`src/rtl/uart_ram_wr_ctrl.sv`:
```
// Write-side controller for the frame RAM: packs UART byte pairs into RGB565
// pixels and writes them in raster order on port A, flagging frame completion.
module uart_ram_wr_ctrl #(
   parameter int H_PIXELS    = 240,
   parameter int V_PIXELS    = 136,
   parameter int TIMEOUT_CYC = 50000
) (
   input  logic        Clk,
   input  logic        Reset_n,
   input  logic [7:0]  rx_data,
   input  logic        rx_done,
   input  logic        clr,
   output logic        ram_ena,
   output logic        ram_wea,
   output logic [15:0] ram_addra,
   output logic [15:0] ram_dina,
   output logic        frame_done,
   output logic        frame_ready,
   output logic        timeout_err,
   output logic [1:0]  state_dbg
);

   localparam logic [16:0] LAST_17   = 17'(H_PIXELS * V_PIXELS - 1);
   localparam logic [15:0] LAST_ADDR = LAST_17[15:0];
   localparam int          TW        = ($clog2(TIMEOUT_CYC) > 16) ? $clog2(TIMEOUT_CYC) : 16;
   localparam logic [TW-1:0] TO_MAX  = TW'(TIMEOUT_CYC - 1);

   // Handshake: rx_data is sampled only in a cycle where rx_done=1; there is no
   // back-pressure, every byte offered while clr=0 is consumed.
   typedef enum logic [1:0] {
      S_HI = 2'd0,
      S_LO = 2'd1,
      S_WR = 2'd2
   } state_t;

   state_t          state, state_nxt;
   logic [15:0]     addr;
   logic [TW-1:0]   to_cnt;
   logic [7:0]      hi_byte;
   logic            latch_hi, load_pix, to_fire, wr_cycle;

   always_ff @(posedge Clk or negedge Reset_n) begin
      if (!Reset_n) state <= S_HI;
      else          state <= state_nxt;
   end

   always_comb begin
      state_nxt = state;
      latch_hi  = 1'b0;
      load_pix  = 1'b0;
      to_fire   = 1'b0;
      case (state)
         S_HI: if (rx_done) begin
            latch_hi  = 1'b1;
            state_nxt = S_LO;
         end
         S_LO: if (rx_done) begin
            load_pix  = 1'b1;
            state_nxt = S_WR;
         end else if (to_cnt == TO_MAX) begin
            to_fire   = 1'b1;
            state_nxt = S_HI;
         end
         S_WR: if (rx_done) begin
            latch_hi  = 1'b1;
            state_nxt = S_LO;
         end else begin
            state_nxt = S_HI;
         end
         default: state_nxt = S_HI;
      endcase
      // clr overrides everything, but an S_WR in progress still drives its write
      if (clr) begin
         state_nxt = S_HI;
         latch_hi  = 1'b0;
         load_pix  = 1'b0;
         to_fire   = 1'b0;
      end
   end

   assign wr_cycle    = (state == S_WR);
   assign ram_ena     = wr_cycle;
   assign ram_wea     = wr_cycle;
   assign ram_addra   = addr;
   assign frame_done  = wr_cycle && (addr == LAST_ADDR);
   assign timeout_err = to_fire;
   assign state_dbg   = state;

   always_ff @(posedge Clk or negedge Reset_n) begin
      if (!Reset_n) begin
         hi_byte     <= '0;
         ram_dina    <= '0;
         to_cnt      <= '0;
         addr        <= '0;
         frame_ready <= 1'b0;
      end else begin
         if (latch_hi)     hi_byte <= rx_data;
         else if (to_fire) hi_byte <= '0;

         if (load_pix) ram_dina <= {hi_byte, rx_data};

         if (clr || latch_hi || to_fire)       to_cnt <= '0;
         else if (state == S_LO && !rx_done)   to_cnt <= to_cnt + 1'b1;

         if (clr)           addr <= '0;
         else if (wr_cycle) addr <= (addr == LAST_ADDR) ? 16'd0 : addr + 16'd1;

         if (clr)             frame_ready <= 1'b0;
         else if (frame_done) frame_ready <= 1'b1;
      end
   end

endmodule

```
`config.mk`:
```
export PLATFORM = sky130hd
export DESIGN_NAME = uart_ram_wr_ctrl
export DESIGN_NICKNAME = d
export VERILOG_FILES = /design/src/rtl/uart_ram_wr_ctrl.sv
export SDC_FILE = /design/constraint.sdc
export NUM_CORES = 1
export LEC_CHECK = 0
export BUFFER_PORTS_ARGS = -buffer_cell sky130_fd_sc_hd__buf_4
export CORE_AREA = 2 2 74 76
export DETAILED_ROUTE_END_ITERATION = 8
export DIE_AREA = 0 0 76 78
export PLACE_DENSITY = 0.78
export SYNTH_ARGS = -nofsm -noshare
export SYNTH_HDL_FRONTEND = slang
export SYNTH_SLANG_ARGS = --single-unit
```
`constraint.sdc`:
```
create_clock -name Clk -period 3.9 [get_ports Clk]
set_input_delay 0.78 -clock Clk [delete_from_list [all_inputs] [get_ports Clk]]
set_output_delay 0.78 -clock Clk [all_outputs]
set_load 0.1 [all_outputs]
```
==> results of run 1 <==
==> cells in the final DEF, fill, tap and decap left out, drive strengths merged, types with 8 or more instances in the layout <==
cell,count
xor2,10
nor2,31
xnor2,14
inv,8
o21ai,12
buf,51
clkbuf,14
mux2,16
nand2,31
dfrtp,59
==> cell families (layout without fill, tap and decap cells) <==
kind of cell             after synthesis  after routing  synth area share (%)
AND/OR/NAND/NOR                      118            118                  22.1
multiplexers                          16             16                  6.50
AO/OA/AOI/OAI                         26             26                  6.10
adder cells (fa/ha/maj)                2              2                 0.903
buffers and inverters                 19             75                  3.57
XOR/XNOR                              24             24                  7.58
flip-flops                            59             59                  53.3
==> per-stage QoR <==
stage / utilization, % / std cells / total power, mW / area, µm² / worst slack [ns]
after CTS: 66.7 / 390 / 1.86 / 3360 / 0.937
after floorplan: - / 264 / 1.23 / 2770 / 0.482
after global routing: 66.7 / 390 / 1.92 / 3360 / 0.829
after detailed placement: 63.2 / 374 / 1.37 / 3190 / 1.05
after global placement: 63.2 / 374 / 1.37 / 3190 / 1.11
final: 66.7 / 390 / 1.85 / 3360 / 0.929
==> routing by layer <==
layer	GRT usage, %	share of wire (%)
met5	0	0
met4	9.82	2.1
met3	4.77	4.3
met2	32.4	47
met1	29.0	47
==> final cells by class <==
class | count | share of cell area (%)
multi-input cells | 186 | 36.0
clock buffers | 14 | 4.84
flip-flops and latches | 59 | 43.9
clock inverters | 2 | 0.298
inverters | 8 | 0.894
well taps | 70 | 2.61
repair buffers | 51 | 11.4
==> flip-flops by register name, indices dropped and copies added (netlist names) <==
register / cells
frame_ready: 1
ram_dina: 16
to_cnt: 16
ram_addra: 16
state_dbg: 2
hi_byte: 8
==> cells in the mapped netlist (4+ instances only) <==
master                     count  share of area (%)
sky130_fd_sc_hd__and3_1        6                1.4
sky130_fd_sc_hd__and4_1        5                1.6
sky130_fd_sc_hd__buf_2         4               0.72
sky130_fd_sc_hd__dfrtp_1      59                 53
sky130_fd_sc_hd__inv_1         7               0.95
sky130_fd_sc_hd__mux2_2       16                6.5
sky130_fd_sc_hd__nand2_1      30                4.1
sky130_fd_sc_hd__nand3_1       7                1.3
sky130_fd_sc_hd__nand4_1       5                1.1
sky130_fd_sc_hd__nor2_1       30                4.1
sky130_fd_sc_hd__nor2b_1       5                1.1
sky130_fd_sc_hd__nor3_1        7                1.3
sky130_fd_sc_hd__nor4bb_1      4                1.4
sky130_fd_sc_hd__o21ai_0      12                2.2
sky130_fd_sc_hd__or3_1         5                1.1
sky130_fd_sc_hd__xnor2_1      14                4.4
sky130_fd_sc_hd__xor2_1       10                3.2
==> how the worst max path moves through the flow <==
stage,cells past startpoint,startpoint,to,slack [ns]
global placement,6,rx_done,timeout_err,1.11
CTS,6,ram_addra[0],frame_done,0.94
floorplan,5,ram_addra[0],frame_done,0.48
finish,6,ram_addra[0],frame_done,0.93
detailed placement,6,rx_done,timeout_err,1.05
global route,6,ram_addra[0],frame_done,0.83
==> power breakdown <==
| group | switching, mW | internal [mW] | leakage [nW] | total (mW) |
|---|---|---|---|---|
| Sequential | 0.0392 | 0.683 | 0.784 | 0.722 |
| Clock | 0.223 | 0.264 | 0.0905 | 0.487 |
| Combinational | 0.506 | 0.132 | 0.639 | 0.637 |
==> impl_summary.txt, run 1 <==
----------------------------------------------------
[Global route]
  Aggregate global-route resource usage ... 21.2%
  GRT overflow ... 0
  Global-route wire length before repair ... 9.92 mm
  Via count of the first global-routing pass ... 2116
  Antenna violations before repair ... 0
  Largest net degree at the start of global routing ... 60

[Clocking]
  Number of sinks handled by clock tree synthesis ... 59
  Post-CTS setup repair buffer count ... 0
  Max H-tree Level ... 3
  Cts repair resizes ... 0
  Number of buffers created by CTS ... 9
  Root Buffer ... sky130_fd_sc_hd__clkbuf_8
  Cts-stage hold buffer count ... 0
  CTS clock-pin slew for the worst setup and hold paths ... 0.06 ns
  Later-pin clock latency in the skew report ... 0.33 ns
  CTS tree ... yes
  CTS Buffer Depth ... 2

[Yosys]
  Synth Net Count ... 278
  Synthesized area divided by synthesized cell count ... 10.5 µm²
  Synthesis-stage register bit count ... 59
  Register area share after synthesis ... 53.3%
  Number of distinct library cells after synthesis ... 40
  Number of cells produced by synthesis ... 264
  Total standard cell area after synthesis ... 0.00277 mm²
  Fraction of registers with async set/reset ... 100%
  Post-synth EDFFs ... 0
  Top FF cell, synth ... sky130_fd_sc_hd__dfrtp_1
  Yosys Warn Count ... 0

[Timing]
  Setup Total Neg Slack ... 0 ns
  Slew headroom ... 28.6%
  Transition at the pin with the smallest max-transition slack ... 1.07 ns
  Setup repair after global routing missed its margin ... no
  Fin. Hold Viols ... 0
  Period utilization ... 76.2%
  Time the final worst path needs with I/O delays and setup ... 2.97 ns
  Pins over their slew limit ... 0
  Timing-limited maximum frequency ... 337 MHz
  Min Hold Slack ... 0.503 ns
  Total setup violations reported at the end of the flow ... 0
  Clock Skew ... 0.00711 ns

[Finish]
  Number of diodes ... 0
  Area of the multi-input gates ... 0.00121 mm²
  Area overhead of the layout relative to synthesis ... 21.3%
  Share of cells above drive strength 1 ... 26.9%
  Filler Cells Inserted ... 396
  Final Net Count ... 329
  Total area of sequential cells ... 0.00148 mm²

[Worst setup path]
  Family with the most delay on the worst path ... simple AND/OR/NAND/NOR gates
  Delay of the slowest cell on the worst path ... 0.57 ns
  Reg-to-reg critical path endpoint ... to_cnt[14]
  Critical path data required time ... 3.12 ns
  Type of the worst setup path ... reg2out
  Buf/Inv on CP ... 2
  Critical-path top delay cell ... sky130_fd_sc_hd__or4_4
  Startpoint of the worst-slack reg-to-reg timing path ... to_cnt[0]
  Path depth of the worst reg2reg path ... 7
  Launching element type of the critical path ... flip-flop
  Peak fanout along the critical path ... 5
  Cells traversed along the worst timing path ... ha_1, and2_1, nand2_2, or4_4, inv_1, buf_4
  Worst EP arrival ... 2.19 ns
  Kind of end point of the critical path ... output port
  Minimum setup slack among reg-to-reg paths ... 1.81 ns

[Route]
  Final routed wire length divided by cell count ... 14.7 µm
  Antenna-violating nets left ... 0
  Drt initial violations ... 129
  DR DRC count ... 0
  Wire length after detailed routing ... 5.73 mm
  Vias per cell ... 5.30
  Via count ... 2066
  Drt pass-1 iters ... 4

[Floorplanning]
  Core ar. ... 0.00504 mm²
  Die Height ... 78 µm
  Horizontal die dimension ... 76 µm
  Die area ... 0.00593 mm²
  Number of core rows ... 26
  Number of placed I/O pins ... 51
  Starting density of the core ... 55.0%

[Power]
  Maximum resistive drop on vdd ... 0.589 mV
  Pleak ... 1.51 nW
  Power per unit of standard cell area ... 549 mW/mm²

[Place]
  DP HPWL ... 3.99 mm
  Weighted congestion at the end of routability-driven global placement ... 0.799
  Port buffer count ... 50

[Status]
  Status ... complete, no violations

[Flow run]
  Number of maximum-capacitance violations ... 0

[Hold path]
  Worst min-delay path category ... in2async

----------------------------------------------------
No activity file was read; power rests on OpenSTA's default activity.
==> inputs of run 2 (changes only) <==
Settings changed: ABC_AREA set to 1, CORE_AREA 2 2 74 76 to 2 2 81 83, DIE_AREA 0 0 76 78 to 0 0 83 85, PLACE_DENSITY 0.78 to 0.74.
Clock period 3.9 ns to 2.6 ns, I/O delays scaled along.
==> impl_summary.txt, run 2 <==
----------------------------------------------------
[Timing]
  Clock Skew ... 0.00876 ns (was 0.00711 ns)
  Transition at the pin with the smallest max-transition slack ... 0.736 ns (was 1.07 ns)
  Fin. Hold Viols ... 0 (unchanged)
  Time the final worst path needs with I/O delays and setup ... 2.42 ns
  Timing-limited maximum frequency ... 414 MHz
  Total setup violations reported at the end of the flow ... 0 (unchanged)
  Pins over their slew limit ... 0 (unchanged)
  Least setup slack across all paths after layout ... 0.185 ns (was 0.929 ns)
  Setup repair after global routing missed its margin ... no (unchanged)
  Setup Total Neg Slack ... 0 ns (unchanged)
  Slew headroom ... 50.9% (was 28.6%)
  Period utilization ... 92.9%

[Power]
  Sw Share ... 40.0% (was 41.6%)
  Pleak ... 1.77 nW (was 1.51 nW)
  Maximum resistive drop on vdd ... 0.802 mV (was 0.589 mV)
  Combinational group share of total power ... 31.8% (was 34.5%)
  Power per unit of standard cell area ... 814 mW/mm² (was 549 mW/mm²)
  Switching pwr ... 1.20 mW (was 768 µW)
  Internal cell power ... 1.80 mW (was 1.08 mW)
  Clock group share of total power ... 32.0% (was 26.4%)
  Sequential cell fraction of total power ... 36.3% (was 39.1%)

[Yosys]
  Number of cells produced by synthesis ... 380 (was 264)
  Cell with the most instances after synthesis ... sky130_fd_sc_hd__nand2_1 (was sky130_fd_sc_hd__dfrtp_1)
  Most frequent cells after synthesis ... sky130_fd_sc_hd__nand2_1, sky130_fd_sc_hd__dfrtp_1, sky130_fd_sc_hd__inv_1, sky130_fd_sc_hd__nor2_1, sky130_fd_sc_hd__nand3_1 (was sky130_fd_sc_hd__dfrtp_1, sky130_fd_sc_hd__nand2_1, sky130_fd_sc_hd__nor2_1, sky130_fd_sc_hd__mux2_2, sky130_fd_sc_hd__xnor2_1)
  Register area share after synthesis ... 49.1% (was 53.3%)
  Post-synth EDFFs ... 0 (unchanged)
  Top FF cell, synth ... sky130_fd_sc_hd__dfrtp_1 (unchanged)
  Top post-synthesis cells by area ... sky130_fd_sc_hd__dfrtp_1, sky130_fd_sc_hd__nand2_1, sky130_fd_sc_hd__inv_1 (was sky130_fd_sc_hd__dfrtp_1, sky130_fd_sc_hd__mux2_2, sky130_fd_sc_hd__xnor2_1)
  Synthesis-stage register bit count ... 59 (unchanged)
  Fraction of registers with async set/reset ... 100% (unchanged)
  Synth Net Count ... 394 (was 278)
  Top cell type's share of synthesized area ... 49.1% (was 53.3%)
  Yosys Warn Count ... 0 (unchanged)
  Total standard cell area after synthesis ... 0.00301 mm² (was 0.00277 mm²)
  Synthesized area divided by synthesized cell count ... 7.92 µm² (was 10.5 µm²)
  Number of distinct library cells after synthesis ... 32 (was 40)
  Cell type with the highest aggregate area in the netlist ... sky130_fd_sc_hd__dfrtp_1 (unchanged)

[Worst setup path]
  Family with the most delay on the worst path ... simple AND/OR/NAND/NOR gates (unchanged)
  Cell with the most instances on the worst path ... sky130_fd_sc_hd__nand2_1
  Cells traversed along the worst timing path ... ha_1, nand2_1, nor2_2, nand2_1, nor2_1, nand2_1, clkinvlp_4, buf_4 (was ha_1, and2_1, nand2_2, or4_4, inv_1, buf_4)
  Critical path data required time ... 2.08 ns (was 3.12 ns)
  Worst EP arrival ... 1.90 ns (was 2.19 ns)
  Launching element type of the critical path ... flip-flop (unchanged)
  Peak fanout along the critical path ... 4 (was 5)
  Kind of end point of the critical path ... output port (unchanged)
  Type of the worst setup path ... reg2out (unchanged)
  Critical-path top delay cell ... sky130_fd_sc_hd__dfrtp_2 (was sky130_fd_sc_hd__or4_4)
  Buf/Inv on CP ... 2 (unchanged)
  Delay of the slowest cell on the worst path ... 0.40 ns (was 0.57 ns)

[Global route]
  Antenna violations before repair ... 0 (unchanged)
  GRT overflow ... 0 (unchanged)
  Largest net degree at the start of global routing ... 60 (unchanged)
  Global-route wire length before repair ... 11.5 mm (was 9.92 mm)
  Via count of the first global-routing pass ... 2563 (was 2116)
  Aggregate global-route resource usage ... 20.1% (was 21.2%)

[Finish]
  Total area of sequential cells ... 0.00150 mm² (was 0.00148 mm²)
  Share of cells above drive strength 1 ... 24.1% (was 26.9%)
  Area overhead of the layout relative to synthesis ... 22.3% (was 21.3%)
  Number of diodes ... 0 (unchanged)
  Most common cell after layout, fill and taps aside ... sky130_fd_sc_hd__nand2_1 (was sky130_fd_sc_hd__dfrtp_1)
  Area of the multi-input gates ... 0.00127 mm² (was 0.00121 mm²)
  Final Net Count ... 448 (was 329)
  Final std cell area, no fill ... 0.00368 mm² (was 0.00336 mm²)
  Commonest non-fill, non-tap cells in the layout ... sky130_fd_sc_hd__nand2_1, sky130_fd_sc_hd__buf_4, sky130_fd_sc_hd__inv_1, sky130_fd_sc_hd__nor2_1, sky130_fd_sc_hd__dfrtp_1 (was sky130_fd_sc_hd__dfrtp_1, sky130_fd_sc_hd__buf_4, sky130_fd_sc_hd__nand2_1, sky130_fd_sc_hd__nor2_1, sky130_fd_sc_hd__mux2_2)
  Filler Cells Inserted ... 547 (was 396)
  Final core area utilization ... 59.3% (was 66.7%)

[Place]
  Area of placed instances ... 0.00345 mm² (was 0.00319 mm²)
  Port buffer count ... 50 (unchanged)
  DP HPWL ... 4.63 mm (was 3.99 mm)
  Weighted congestion at the end of routability-driven global placement ... 0.844 (was 0.799)
  Pre-CTS setup slack ... 0.551 ns (was 1.05 ns)

[Route]
  DR DRC count ... 0 (unchanged)
  Drt initial violations ... 183 (was 129)
  Antenna-violating nets left ... 0 (unchanged)
  Final routed wire length divided by cell count ... 12.6 µm (was 14.7 µm)
  Wire length after detailed routing ... 6.48 mm (was 5.73 mm)
  Vias per cell ... 5.16 (was 5.30)
  Via count ... 2660 (was 2066)
  Drt pass-1 iters ... 5 (was 4)

[Floorplanning]
  Die area ... 0.00706 mm² (was 0.00593 mm²)
  Core ar. ... 0.00620 mm² (was 0.00504 mm²)
  Horizontal die dimension ... 83 µm (was 76 µm)
  Number of core rows ... 29 (was 26)
  Number of placed I/O pins ... 51 (unchanged)
  Die Height ... 85 µm (was 78 µm)
  Starting density of the core ... 48.5% (was 55.0%)

[Clocking]
  Cts repair resizes ... 0 (unchanged)
  CTS tree ... yes (unchanged)
  Number of buffers created by CTS ... 9 (unchanged)
  Post-CTS setup repair buffer count ... 0 (unchanged)
  Number of sinks handled by clock tree synthesis ... 59 (unchanged)
  Cts-stage hold buffer count ... 0 (unchanged)
  Root Buffer ... sky130_fd_sc_hd__clkbuf_8 (unchanged)
  CTS Buffer Depth ... 2 (unchanged)
  CTS clock-pin slew for the worst setup and hold paths ... 0.07 ns (was 0.06 ns)
  Max H-tree Level ... 3 (unchanged)
  Later-pin clock latency in the skew report ... 0.33 ns (about the same)

[Hold path]
  Worst min-delay path category ... in2async (unchanged)

[Flow run]
  Number of maximum-capacitance violations ... 0 (unchanged)

[Status]
  Status ... complete, no violations (unchanged)

----------------------------------------------------
-- run 2: changes by cell type in the layout (fill, tap and decap cells not counted), moves of 6 or more --
cell / previous run / this run
sky130_fd_sc_hd__nand2_1: 30 / 93
sky130_fd_sc_hd__inv_1: 7 / 48
sky130_fd_sc_hd__mux2_2: 16 / 0
sky130_fd_sc_hd__nand3_1: 7 / 23
sky130_fd_sc_hd__nor2_1: 30 / 46
sky130_fd_sc_hd__dfrtp_1: 59 / 45
sky130_fd_sc_hd__dfrtp_2: 0 / 13
sky130_fd_sc_hd__xnor2_1: 14 / 1
sky130_fd_sc_hd__o21ai_1: 0 / 8
sky130_fd_sc_hd__o22ai_1: 0 / 8
sky130_fd_sc_hd__nor2_2: 1 / 8
sky130_fd_sc_hd__a21oi_1: 3 / 9
sky130_fd_sc_hd__nor3_1: 7 / 13
-- run 2: path summary, 6_finish.rpt --
path                                      to  slack (ns)  cells after the start         start
max in group asynchronous       state_dbg[0]        1.80                      1       Reset_n
min in group Clk                 frame_ready        0.44                      2           clr
worst min register to register  ram_dina[14]        0.49                      2  ram_dina[14]
worst max-delay path              frame_done        0.18                      8  ram_addra[0]
worst min-delay path            ram_dina[15]        0.24                      1       Reset_n
worst max register to register    hi_byte[0]        1.02                      8     to_cnt[1]
-- run 2: kinds of logic (layout without fill, tap and decap cells) --
group,count (synthesis),after routing,share of synthesized area (%)
simple gates,202,202,29.9
buf+inv,62,121,8.82
flops,59,59,49.1
compound gates,46,46,8.74
xor+xnor,8,8,2.33
fa+ha+maj,2,2,0.832
mux,1,1,0.333
-- run 2: cell type report --
type	instances	share of cell area [%]
inverter	55	5.82
timing repair buffer	50	10.2
clock buffer	12	4.22
clock inverter	4	2.01
sequential	59	40.7
multi-input combinational	259	34.4
tap	77	2.62
-- run 2: power by group through the flow --
stage	Combinational (mW)	Clock, mW	Sequential (mW)
global route	0.996	1.03	1.10
floorplan	0.167	0	1.68
CTS	0.959	0.987	1.09
finish	0.951	0.957	1.09
detailed placement	0.957	0	1.10
global placement	0.949	0	1.10
-- run 2: worst reg2reg max path: cells and delay by family, from the launching register on --
family / cells / cell delay [ns]
adders and majority gates: 1 / 0.20
buffers and inverters: 1 / 0.09
DFF: 1 / 0.38
and+or+nand+nor: 5 / 0.67
AOI/OAI and AO/OA: 1 / 0.12
-- run 2: stage by stage --
stage	power, mW	instances	hold WS [ns]
after floorplan	1.85	380	0.224
after global placement	2.05	500	0.471
after detailed placement	2.06	500	0.476
after CTS	3.03	516	0.268
after global routing	3.12	516	0.294
final	2.99	516	0.237
-- run 2: layer usage --
metal  track usage (%)  share of wire, %
met3              6.81               6.7
met4              8.64               2.0
met1              25.4                43
met2              31.7                49
met5                 0                 0
==> inputs of run 3 (changes only) <==
--- a/constraint.sdc
+++ b/constraint.sdc
@@ -3,2 +3,2 @@
 set_output_delay 0.52 -clock Clk [all_outputs]
-set_load 0.1 [all_outputs]
+set_load 0.02 [all_outputs]
==> impl_summary.txt, run 3 (synthesis gave the netlist of run 2 again) <==
----------------------------------------------------
[Timing]
  Slew headroom ... 51.3% (was 50.9%)
  Fin. Hold Viols ... 0 (unchanged)
  Time the final worst path needs with I/O delays and setup ... 2.23 ns (was 2.42 ns)
  Setup repair after global routing missed its margin ... no (unchanged)
  Period utilization ... 85.6% (was 92.9%)
  Setup Total Neg Slack ... 0 ns (unchanged)
  Timing-limited maximum frequency ... 449 MHz (was 414 MHz)
  Least setup slack across all paths after layout ... 0.374 ns (was 0.185 ns)
  Clock Skew ... 0.00569 ns (was 0.00876 ns)
  Total setup violations reported at the end of the flow ... 0 (unchanged)
  Pins over their slew limit ... 0 (unchanged)
  Min Hold Slack ... 0.229 ns (was 0.237 ns)
  Transition at the pin with the smallest max-transition slack ... 0.731 ns (was 0.736 ns)

[Finish]
  Final std cell area, no fill ... 0.00365 mm² (was 0.00368 mm²)
  Commonest non-fill, non-tap cells in the layout ... sky130_fd_sc_hd__nand2_1, sky130_fd_sc_hd__dfrtp_1, sky130_fd_sc_hd__inv_1, sky130_fd_sc_hd__buf_4, sky130_fd_sc_hd__nor2_1 (was sky130_fd_sc_hd__nand2_1, sky130_fd_sc_hd__buf_4, sky130_fd_sc_hd__inv_1, sky130_fd_sc_hd__nor2_1, sky130_fd_sc_hd__dfrtp_1)
  Final Net Count ... 448 (unchanged)
  Area of the multi-input gates ... 0.00127 mm² (unchanged)
  Share of cells above drive strength 1 ... 20.5% (was 24.1%)
  Most common cell after layout, fill and taps aside ... sky130_fd_sc_hd__nand2_1 (unchanged)
  Filler Cells Inserted ... 571 (was 547)
  Total area of sequential cells ... 0.00148 mm² (was 0.00150 mm²)
  Final core area utilization ... 58.8% (was 59.3%)
  Count of non-filler cells in the finished layout ... 515 (was 516)
  Area overhead of the layout relative to synthesis ... 21.2% (was 22.3%)
  Number of diodes ... 0 (unchanged)

[Clocking]
  Max H-tree Level ... 3 (unchanged)
  CTS Buffer Depth ... 2 (unchanged)
  Root Buffer ... sky130_fd_sc_hd__clkbuf_8 (unchanged)
  CTS clock-pin slew for the worst setup and hold paths ... 0.07 ns (about the same)
  Cts-stage hold buffer count ... 0 (unchanged)
  CTS tree ... yes (unchanged)
  Post-CTS setup repair buffer count ... 0 (unchanged)
  Cts repair resizes ... 0 (unchanged)
  Number of buffers created by CTS ... 9 (unchanged)
  Number of sinks handled by clock tree synthesis ... 59 (unchanged)
  Later-pin clock latency in the skew report ... 0.34 ns (was 0.33 ns)

[Place]
  Port buffer count ... 50 (unchanged)
  Weighted congestion at the end of routability-driven global placement ... 0.857 (was 0.844)
  DP HPWL ... 4.68 mm (was 4.63 mm)
  Pre-CTS setup slack ... 0.756 ns (was 0.551 ns)
  Cell Count Post-Placement ... 500 (unchanged)
  Area of placed instances ... 0.00342 mm² (was 0.00345 mm²)

[Global route]
  Largest net degree at the start of global routing ... 60 (unchanged)
  Aggregate global-route resource usage ... 19.8% (was 20.1%)
  Global-route wire length before repair ... 11.1 mm (was 11.5 mm)
  GRT overflow ... 0 (unchanged)
  Antenna violations before repair ... 0 (unchanged)
  Via count of the first global-routing pass ... 2447 (was 2563)

[Flow run]
  Number of maximum-capacitance violations ... 0 (unchanged)

[Power]
  Sw Share ... 27.6% (was 40.0%)
  Switching pwr ... 682 µW (was 1.20 mW)
  Combinational group share of total power ... 18.0% (was 31.8%)
  Sequential cell fraction of total power ... 44.1% (was 36.3%)
  Pleak ... 1.81 nW (was 1.77 nW)
  Clock group share of total power ... 37.9% (was 32.0%)
  Pwr Total ... 2.47 mW (was 2.99 mW)
  Internal cell power ... 1.79 mW (was 1.80 mW)
  Maximum resistive drop on vdd ... 0.421 mV (was 0.802 mV)
  Power per unit of standard cell area ... 677 mW/mm² (was 814 mW/mm²)

[Worst setup path]
  Worst EP arrival ... 1.71 ns (was 1.90 ns)
  Type of the worst setup path ... reg2out (unchanged)
  Kind of end point of the critical path ... output port (unchanged)
  Minimum setup slack among reg-to-reg paths ... 1.02 ns (about the same)
  Peak fanout along the critical path ... 4 (unchanged)
  Critical path data required time ... 2.08 ns (about the same)
  Launching element type of the critical path ... flip-flop (unchanged)

[Route]
  Wire length after detailed routing ... 6.55 mm (was 6.48 mm)
  Antenna-violating nets left ... 0 (unchanged)
  Drt pass-1 iters ... 4 (was 5)
  DR DRC count ... 0 (unchanged)
  Drt initial violations ... 104 (was 183)
  Final routed wire length divided by cell count ... 12.7 µm (was 12.6 µm)
  Via count ... 2634 (was 2660)
  Vias per cell ... 5.11 (was 5.16)

[Floorplanning]
  Number of core rows ... 29 (unchanged)
  Die Height ... 85 µm (unchanged)
  Die area ... 0.00706 mm² (unchanged)
  Horizontal die dimension ... 83 µm (unchanged)
  Number of placed I/O pins ... 51 (unchanged)
  Starting density of the core ... 48.5% (unchanged)
  Core ar. ... 0.00620 mm² (unchanged)

[Hold path]
  Worst min-delay path category ... in2async (unchanged)

[Status]
  Status ... complete, no violations (unchanged)

----------------------------------------------------
[run 3: cell types whose count changed in the layout (fill, tap and decap cells not counted), sizes merged]
cell / change
clkinvlp: -2
inv: +2
clkbuf: -1
[run 3: metal layers]
metal | track usage [%] | vias up | routed length (µm)
met5 | 0 | - | 0
met4 | 9.09 | 0 | 161
li1 | - | 1319 | -
met1 | 24.5 | 1234 | 2900
met3 | 5.35 | 13 | 327
met2 | 32.6 | 68 | 3160
[run 3: final timing paths]
check | startpoint | end | cells past startpoint
setup / recovery | ram_addra[1] | frame_done | 8
hold / removal | Reset_n | ram_dina[9] | 1
setup reg to reg | to_cnt[1] | hi_byte[6] | 8
hold reg to reg | ram_dina[12] | ram_dina[12] | 2
max in group asynchronous | Reset_n | ram_dina[14] | 1
min in group Clk | clr | frame_ready | 2
[run 3: power groups by stage]
stage	Sequential (mW)	Clock (mW)	Combinational [mW]
2_1_floorplan	1.20	0	0.157
3_3_place_gp	1.10	0	0.440
3_5_place_dp	1.10	0	0.450
4_1_cts	1.09	0.967	0.450
5_1_grt	1.10	1.01	0.484
6_report	1.09	0.937	0.443
[run 3: area by class of cell]
| cell class | instances | area share, % |
|---|---|---|
| Clock buffer | 11 | 4.15 |
| Tap cell | 77 | 2.64 |
| Inverter | 55 | 5.66 |
| Sequential cell | 59 | 40.5 |
| Multi-Input combinational cell | 259 | 34.7 |
| Clock inverter | 4 | 2.02 |
| Timing Repair Buffer | 50 | 10.3 |
[run 3: critical path, stage by stage, from the launching register on]
cell and delay (ns):
sky130_fd_sc_hd__dfrtp_1 0.41, sky130_fd_sc_hd__ha_1 0.21, sky130_fd_sc_hd__nand2_1 0.09, sky130_fd_sc_hd__nor2_2 0.14
sky130_fd_sc_hd__nand2_1 0.12, sky130_fd_sc_hd__nor2_1 0.16, sky130_fd_sc_hd__nand2_1 0.06, sky130_fd_sc_hd__inv_1 0.05
sky130_fd_sc_hd__buf_4 0.13
